[src/rtl/reg_file_scrub.sv]
// reg_file_scrub: parametrised 2-read / 1-write register file with a
// range-clear engine that fills an inclusive, wrap-around address range
// with a programmable value, one word per clock.
// Optional feature macro: REG_FILE_SCRUB_AUTO_CLEAR_EN -- when defined, reset
// launches a full zero-fill of the array instead of returning to IDLE.
module reg_file_scrub #(
  parameter int DATA_W = 32,
  parameter int ADDR_W = 4
) (
  input  logic              clk,
  input  logic              rst,
  input  logic              go,
  input  logic [ADDR_W-1:0] clr_lo,
  input  logic [ADDR_W-1:0] clr_hi,
  input  logic [DATA_W-1:0] fill_val,
  input  logic              wr_en,
  input  logic [ADDR_W-1:0] wr_addr,
  input  logic [DATA_W-1:0] wr_data,
  output logic              wr_ready,
  input  logic [ADDR_W-1:0] rd_addr0,
  input  logic [ADDR_W-1:0] rd_addr1,
  output logic [DATA_W-1:0] rd_data0,
  output logic [DATA_W-1:0] rd_data1,
  output logic              busy,
  output logic              done
);

  localparam int DEPTH = 1 << ADDR_W;

  typedef enum logic [1:0] {
    IDLE  = 2'd0,
    CLEAR = 2'd1,
    DONE  = 2'd2
  } state_t;

  state_t              state_q, state_d;
  logic [ADDR_W-1:0]   ptr_q, ptr_d;
  logic [ADDR_W-1:0]   end_q, end_d;
  logic [DATA_W-1:0]   fill_q, fill_d;
  logic [DATA_W-1:0]   mem_q [DEPTH];

  logic                mem_we;
  logic [ADDR_W-1:0]   mem_waddr;
  logic [DATA_W-1:0]   mem_wdata;

  // State register; reset either parks the engine or arms a full zero-fill
  always_ff @(posedge clk) begin
    if (rst) begin
`ifdef REG_FILE_SCRUB_AUTO_CLEAR_EN
      state_q <= CLEAR;
      ptr_q   <= '0;
      end_q   <= ADDR_W'(DEPTH - 1);
      fill_q  <= '0;
`else
      state_q <= IDLE;
      ptr_q   <= '0;
      end_q   <= '0;
      fill_q  <= '0;
`endif
    end else begin
      state_q <= state_d;
      ptr_q   <= ptr_d;
      end_q   <= end_d;
      fill_q  <= fill_d;
    end
  end

  // Storage array; no reset so contents survive rst, and rst blocks any write
  always_ff @(posedge clk) begin
    if (!rst && mem_we) begin
      mem_q[mem_waddr] <= mem_wdata;
    end
  end

  // Next-state and write-port arbitration: engine owns the port during CLEAR
  always_comb begin
    state_d   = state_q;
    ptr_d     = ptr_q;
    end_d     = end_q;
    fill_d    = fill_q;
    mem_we    = 1'b0;
    mem_waddr = wr_addr;
    mem_wdata = wr_data;
    case (state_q)
      IDLE: begin
        mem_we = wr_en;
        if (go) begin
          ptr_d   = clr_lo;
          end_d   = clr_hi;
          fill_d  = fill_val;
          state_d = CLEAR;
        end
      end
      CLEAR: begin
        mem_we    = 1'b1;
        mem_waddr = ptr_q;
        mem_wdata = fill_q;
        if (ptr_q == end_q) begin
          state_d = DONE;
        end else begin
          ptr_d = ptr_q + 1'b1;
        end
      end
      DONE: begin
        mem_we  = wr_en;
        state_d = IDLE;
      end
      default: begin
        state_d = IDLE;
      end
    endcase
  end

  // Handshake outputs decoded purely from the registered state
  always_comb begin
    busy     = (state_q == CLEAR);
    done     = (state_q == DONE);
    wr_ready = ~busy;
  end

  assign rd_data0 = mem_q[rd_addr0];
  assign rd_data1 = mem_q[rd_addr1];

endmodule

[config.mk]
export PLATFORM = sky130hd
export DESIGN_NAME = reg_file_scrub
export DESIGN_NICKNAME = d
export VERILOG_FILES = /design/src/rtl/reg_file_scrub.sv
export SDC_FILE = /design/constraint.sdc
export NUM_CORES = 1
export LEC_CHECK = 0
export CORE_ASPECT_RATIO = 2
export CORE_MARGIN = 4
export CORE_UTILIZATION = 28
export DETAILED_ROUTE_END_ITERATION = 7
export PLACE_DENSITY = 0.45
export SLEW_MARGIN = 40
export SYNTH_ARGS = -nofsm -noshare
export SYNTH_HDL_FRONTEND = slang
export SYNTH_SLANG_ARGS = --single-unit
[constraint.sdc]
create_clock -name clk -period 3.7 [get_ports clk]
set_input_delay 0.74 -clock clk [delete_from_list [all_inputs] [get_ports clk]]
set_output_delay 0.74 -clock clk [all_outputs]
set_load 0.05 [all_outputs]
# Word level (Yosys, flattened, before mapping)
# Memories as Yosys holds them, arrays and structs flattened.
# Cells that the tools add are included.
[totals]
regBits = 42
ram_bits = 512
input_bits = 88
out_inout_bits = 67
wordCells = 32
mem_count = 1
[op_classes]
addsub = 1
n_eq_ne = 6
muxes = 11
bitwise = 1
n_reduce_logical = 8
[memory_table]
columns = ["memory", "depth", "word_bits", "read_ports", "rd_ports_with_merged_regs", "write_ports", "line", "source"]
rows = [
  ["mem_q", 16, 32, 2, 0, 1, "40", "logic [DATA_W-1:0] mem_q [DEPTH];"],
]
[op_table]
columns = ["cell", "n"]
rows = [
  ["32-bit 2-to-1 mux", 1],
  ["4-bit 2-to-1 mux", 3],
  ["4-bit one-hot mux with 2 select lines", 1],
  ["4-bit by 1-bit adder with 4-bit output, second input constant", 1],
  ["4-bit equality test", 1],
  ["2-bit 2-to-1 mux", 2],
  ["2-bit != test, second input constant", 2],
  ["2-bit one-hot mux with 2 select lines", 1],
  ["2-bit AND reduction", 2],
  ["3-bit AND reduction", 1],
  ["2-bit by 1-bit equality test with 1-bit output, second input constant", 1],
  ["2-bit equality test, second input constant", 1],
  ["2-bit zero test", 1],
  ["1-bit 2-to-1 mux", 2],
  ["2-bit by 1-bit != test with 1-bit output, second input constant", 1],
  ["1-bit one-hot mux with 2 select lines", 1],
  ["2-bit nonzero test", 1],
  ["2-bit OR reduction", 1],
  ["1-bit logical AND", 1],
  ["1-bit zero test", 1],
  ["1-bit NOT", 1],
]

# Logic depth before layout (Yosys ltp)
[logic_depth]
depth_word = 6
ltp_mapped = 7
ltp_nobuf = 5

# Least setup slack after synthesis
# No wires, ideal clock.
[synth_path]
kind = "input-to-reg"
start = "input wr_addr[2]"
end = "memory mem_q[11][0], enable pin"
setup_time_ns = 0.421
arrival_time_ns = 2.840
required_ns = 3.279
setup_slack_ns = 0.439
path_stages = 4
n_path_buf = 0
cell_sequence = "or3b_2 a21oi_1 nand2_1 nor2_1"
[synth_via]
elab_chain_cells = 1
[synth_rtl]
columns = ["item", "line", "source"]
rows = [
  ["from (decl)", "17", "input logic [ADDR_W-1:0] wr_addr,"],
  ["4-bit 2-to-1 mux", "84", "case (state_q)"],
  ["to (decl)", "40", ""],
]
# Every way passes these cells.

# Worst setup path in the final report
[layout_path]
start = "input rd_addr1[2]"
end = "output rd_data1[19]"
[layout_via]
elab_chain_cells = 1
[layout_rtl]
columns = ["item", "line", "source"]
rows = [
  ["from (decl)", "21", "input logic [ADDR_W-1:0] rd_addr1,"],
  ["memory 16 x 32 bit", "n/a", ""],
  ["to (decl)", "23", "output logic [DATA_W-1:0] rd_data1,"],
]
# Every way passes these cells.

==> results.json <==
{
  "outcome": "completed",
  "cts_tree": "done",
  "min_period_over_period": 0.909,
  "n_antenna_cell": 0,
  "hold_viol": 0,
  "ant_nets": 0,
  "postCtsSetupBuffers": 0,
  "cpPeakStageDelay_ns": 0.61,
  "synth_area_mm2": 0.0250,
  "finClkSkew_ns": 0.0210,
  "netSwitchingPower_mw": 3.84,
  "drive_gt1_frac": 0.323,
  "grt_max_degree": 59,
  "rows": 154,
  "ys.warnings.count": 0,
  "period_needed_ns": 3.36,
  "core_area_mm2": 0.0882,
  "required_ns": 2.96,
  "grt.overflow.total": 0,
  "critPathLaunchType": "input pin",
  "antenna_found_initial": 0,
  "path_delay_family": "buffers and inverters",
  "clock-sinks": 554,
  "clock_power_share": 0.366,
  "gp_congestion": 0.747,
  "power_frac_seq": 0.485,
  "post_drt_via_cell_ratio": 5.15,
  "maxCapViolCount": 0,
  "die_w_um": 219,
  "drt_iter0_markers": 1101,
  "setup_viol": 0,
  "rsz0062_at_grt": "false",
  "synth_top_cell_area_share": 0.616,
  "min_path_type": "reg -> reg",
  "cp_cell_sequence": "clkdlybuf4s50_1, nor2b_4, buf_4, a22oi_1, nand2_1, buf_12",
  "vias": 14300,
  "routed_wl_mm": 78.1,
  "irDropWorstVdd_mv": 0.400,
  "port-buffer-count": 154,
  "power_density_mw_per_mm2": 481,
  "hold_buffers": 0,
  "drt_first_pass_iters": 7,
  "htree_levels": 2,
  "die_area_mm2": 0.0943,
  "yosysUniqueCellTypes": 39,
  "synth_edf_count": 512,
  "area_growth_syn_to_layout_pct": 23.5,
  "synth.most_common_cell": "edfxtp_1",
  "crit_type": "in -> out",
  "drv_slew": 0,
  "cp_max_fo": 11,
  "cpMaxStageDelayCell": "clkdlybuf4s50_1",
  "tightest_slew_ns": 0.770,
  "critPathCaptureType": "primary output",
  "p_leak_nw": 9.99,
  "fillers": 8419,
  "maxSlewHeadroom": 0.485,
  "drc_errors": 0,
  "dpl.hpwl_mm": 47.6,
  "io_pins": 155,
  "power_frac_comb": 0.149,
  "yosys.area.top_type": "edfxtp_1",
  "root_buffer": "clkbuf_16",
  "clk_path_buf_depth": 3,
  "syn_nets": 1485,
  "die_h_um": 430,
  "fmax_mhz": 297,
  "yosysSeqAreaShare": 0.649,
  "grt_use_total": 0.165,
  "synth_commonest_cells": "edfxtp_1, mux4_2, nand2_1",
  "p_sw_frac": 0.258,
  "fin_setup_tns_ns": 0,
  "critPathArrivalTime_ns": 2.62,
  "ctsResizeCount": 0,
  "clk_pin_slew_ns": 0.07,
  "crit_buf_inv": 3,
  "synth-seq-cells": 554,
  "synth.area.top_cells": "edfxtp_1, mux4_2, a22oi_1",
  "synth_cells": 1396,
  "clk-insertion-delay-late_ns": 0.60,
  "wire_per_inst_um": 28.1,
  "cell_internal_pwr_mw": 11.0,
  "synthArstFlopShare": 0,
  "utilization": 0.350,
  "grt_pass1_wl_mm": 112,
  "initial_core_util": 0.283,
  "cts_buffers": 51,
  "grt_pass1_vias": 15700,
  "yosys_most_used_dff": "edfxtp_1",
  "avgSynthCellArea_um2": 17.9,
  "fin_nets": 1653
}
==> layout make-up <==
| cell class | instances | area, um2 | share of cell area |
|---|---|---|---|
| well taps | 1170 | 1460 | 0.0475 |
| clock buffers | 65 | 1390 | 0.0449 |
| clock inverters | 30 | 304 | 0.00986 |
| flip-flops and latches | 554 | 16200 | 0.526 |
| multi-input cells | 729 | 8480 | 0.275 |
| repair buffers | 225 | 2990 | 0.0968 |
| inverters | 3 | 11.3 | 0.000365 |
==> per-layer routing <==
metal / GRT usage / wire length [um]
met1: 0.205 / 30900
met3: 0.0249 / 3640
met4: 0.0431 / 1870
met5: 0 / 0
met2: 0.297 / 41700
==> power by group through the flow <==
stage,clock network (mW),registers (mW),logic [mW]
after floorplan,0,7.31,1.24
after global placement,0,7.33,2.23
after detailed placement,0,7.34,2.25
after CTS,5.59,7.21,2.26
after global routing,5.79,7.22,2.35
final,5.44,7.21,2.21
==> registers in the layout, summed over array words and instances (netlist names) <==
signal   cells
end_q        4
fill_q      32
mem_q      512
ptr_q        4
state_q      2
==> through the flow <==
step	total power [mW]	setup slack [ns]	cells	instance area [um2]	hold slack, ns
CTS	15.0	0.315	2776	30800	0.456
detailed placement	9.60	0.331	2681	29200	0.447
floorplan	8.55	0.439	1396	25000	0.437
global route	15.4	0.188	2776	30800	0.469
finish	14.9	0.338	2776	30800	0.456
global placement	9.57	0.303	2681	29100	0.443
==> tightest hold or removal path: stages, from the launching register on <==
cell,delay (ns)
dfxtp_1,0.31
nand2_1,0.05
a21oi_1,0.05
==> cells in the final DEF (no fill, tap or decap), drive strengths merged, types with 2 or more instances in the layout <==
cell and instances:
bufinv 5, o211ai 2, nand2 237, clkdlybuf4s50 84, a31oi 4, inv 8
xor2 4, clkbuf 67, and2 2, edfxtp 512, buf 139, a21oi 42
nand3b 2, nor3 3, clkinv 17, nor3b 2, dfxtp 42, mux4 256
a22oi 128, nor2b 7, nor2 21, nand3 3, or3b 3, clkinvlp 3
==> logic make-up after synthesis <==
group,after synthesis,synth area share
AO/OA/AOI/OAI,182,0.0517
XOR/XNOR,4,0.00200
adder cells (fa/ha/maj),1,0.000501
buffers and inverters,113,0.0190
flip-flops,554,0.649
multiplexers,258,0.232
AND/OR/NAND/NOR,284,0.0458
==> worst paths after layout <==
| path | to | start | depth (start not counted) | slack, ns |
|---|---|---|---|---|
| worst min-delay path | fill_q[24] | fill_q[24] | 2 | 0.46 |
| worst min register to register | fill_q[24] | fill_q[24] | 2 | 0.46 |
| worst max-delay path | rd_data1[19] | rd_addr1[2] | 6 | 0.34 |
| worst max register to register | mem_q[4][8] | state_q[0] | 5 | 1.22 |
Note: power is estimated with default switching activity, not from simulation.
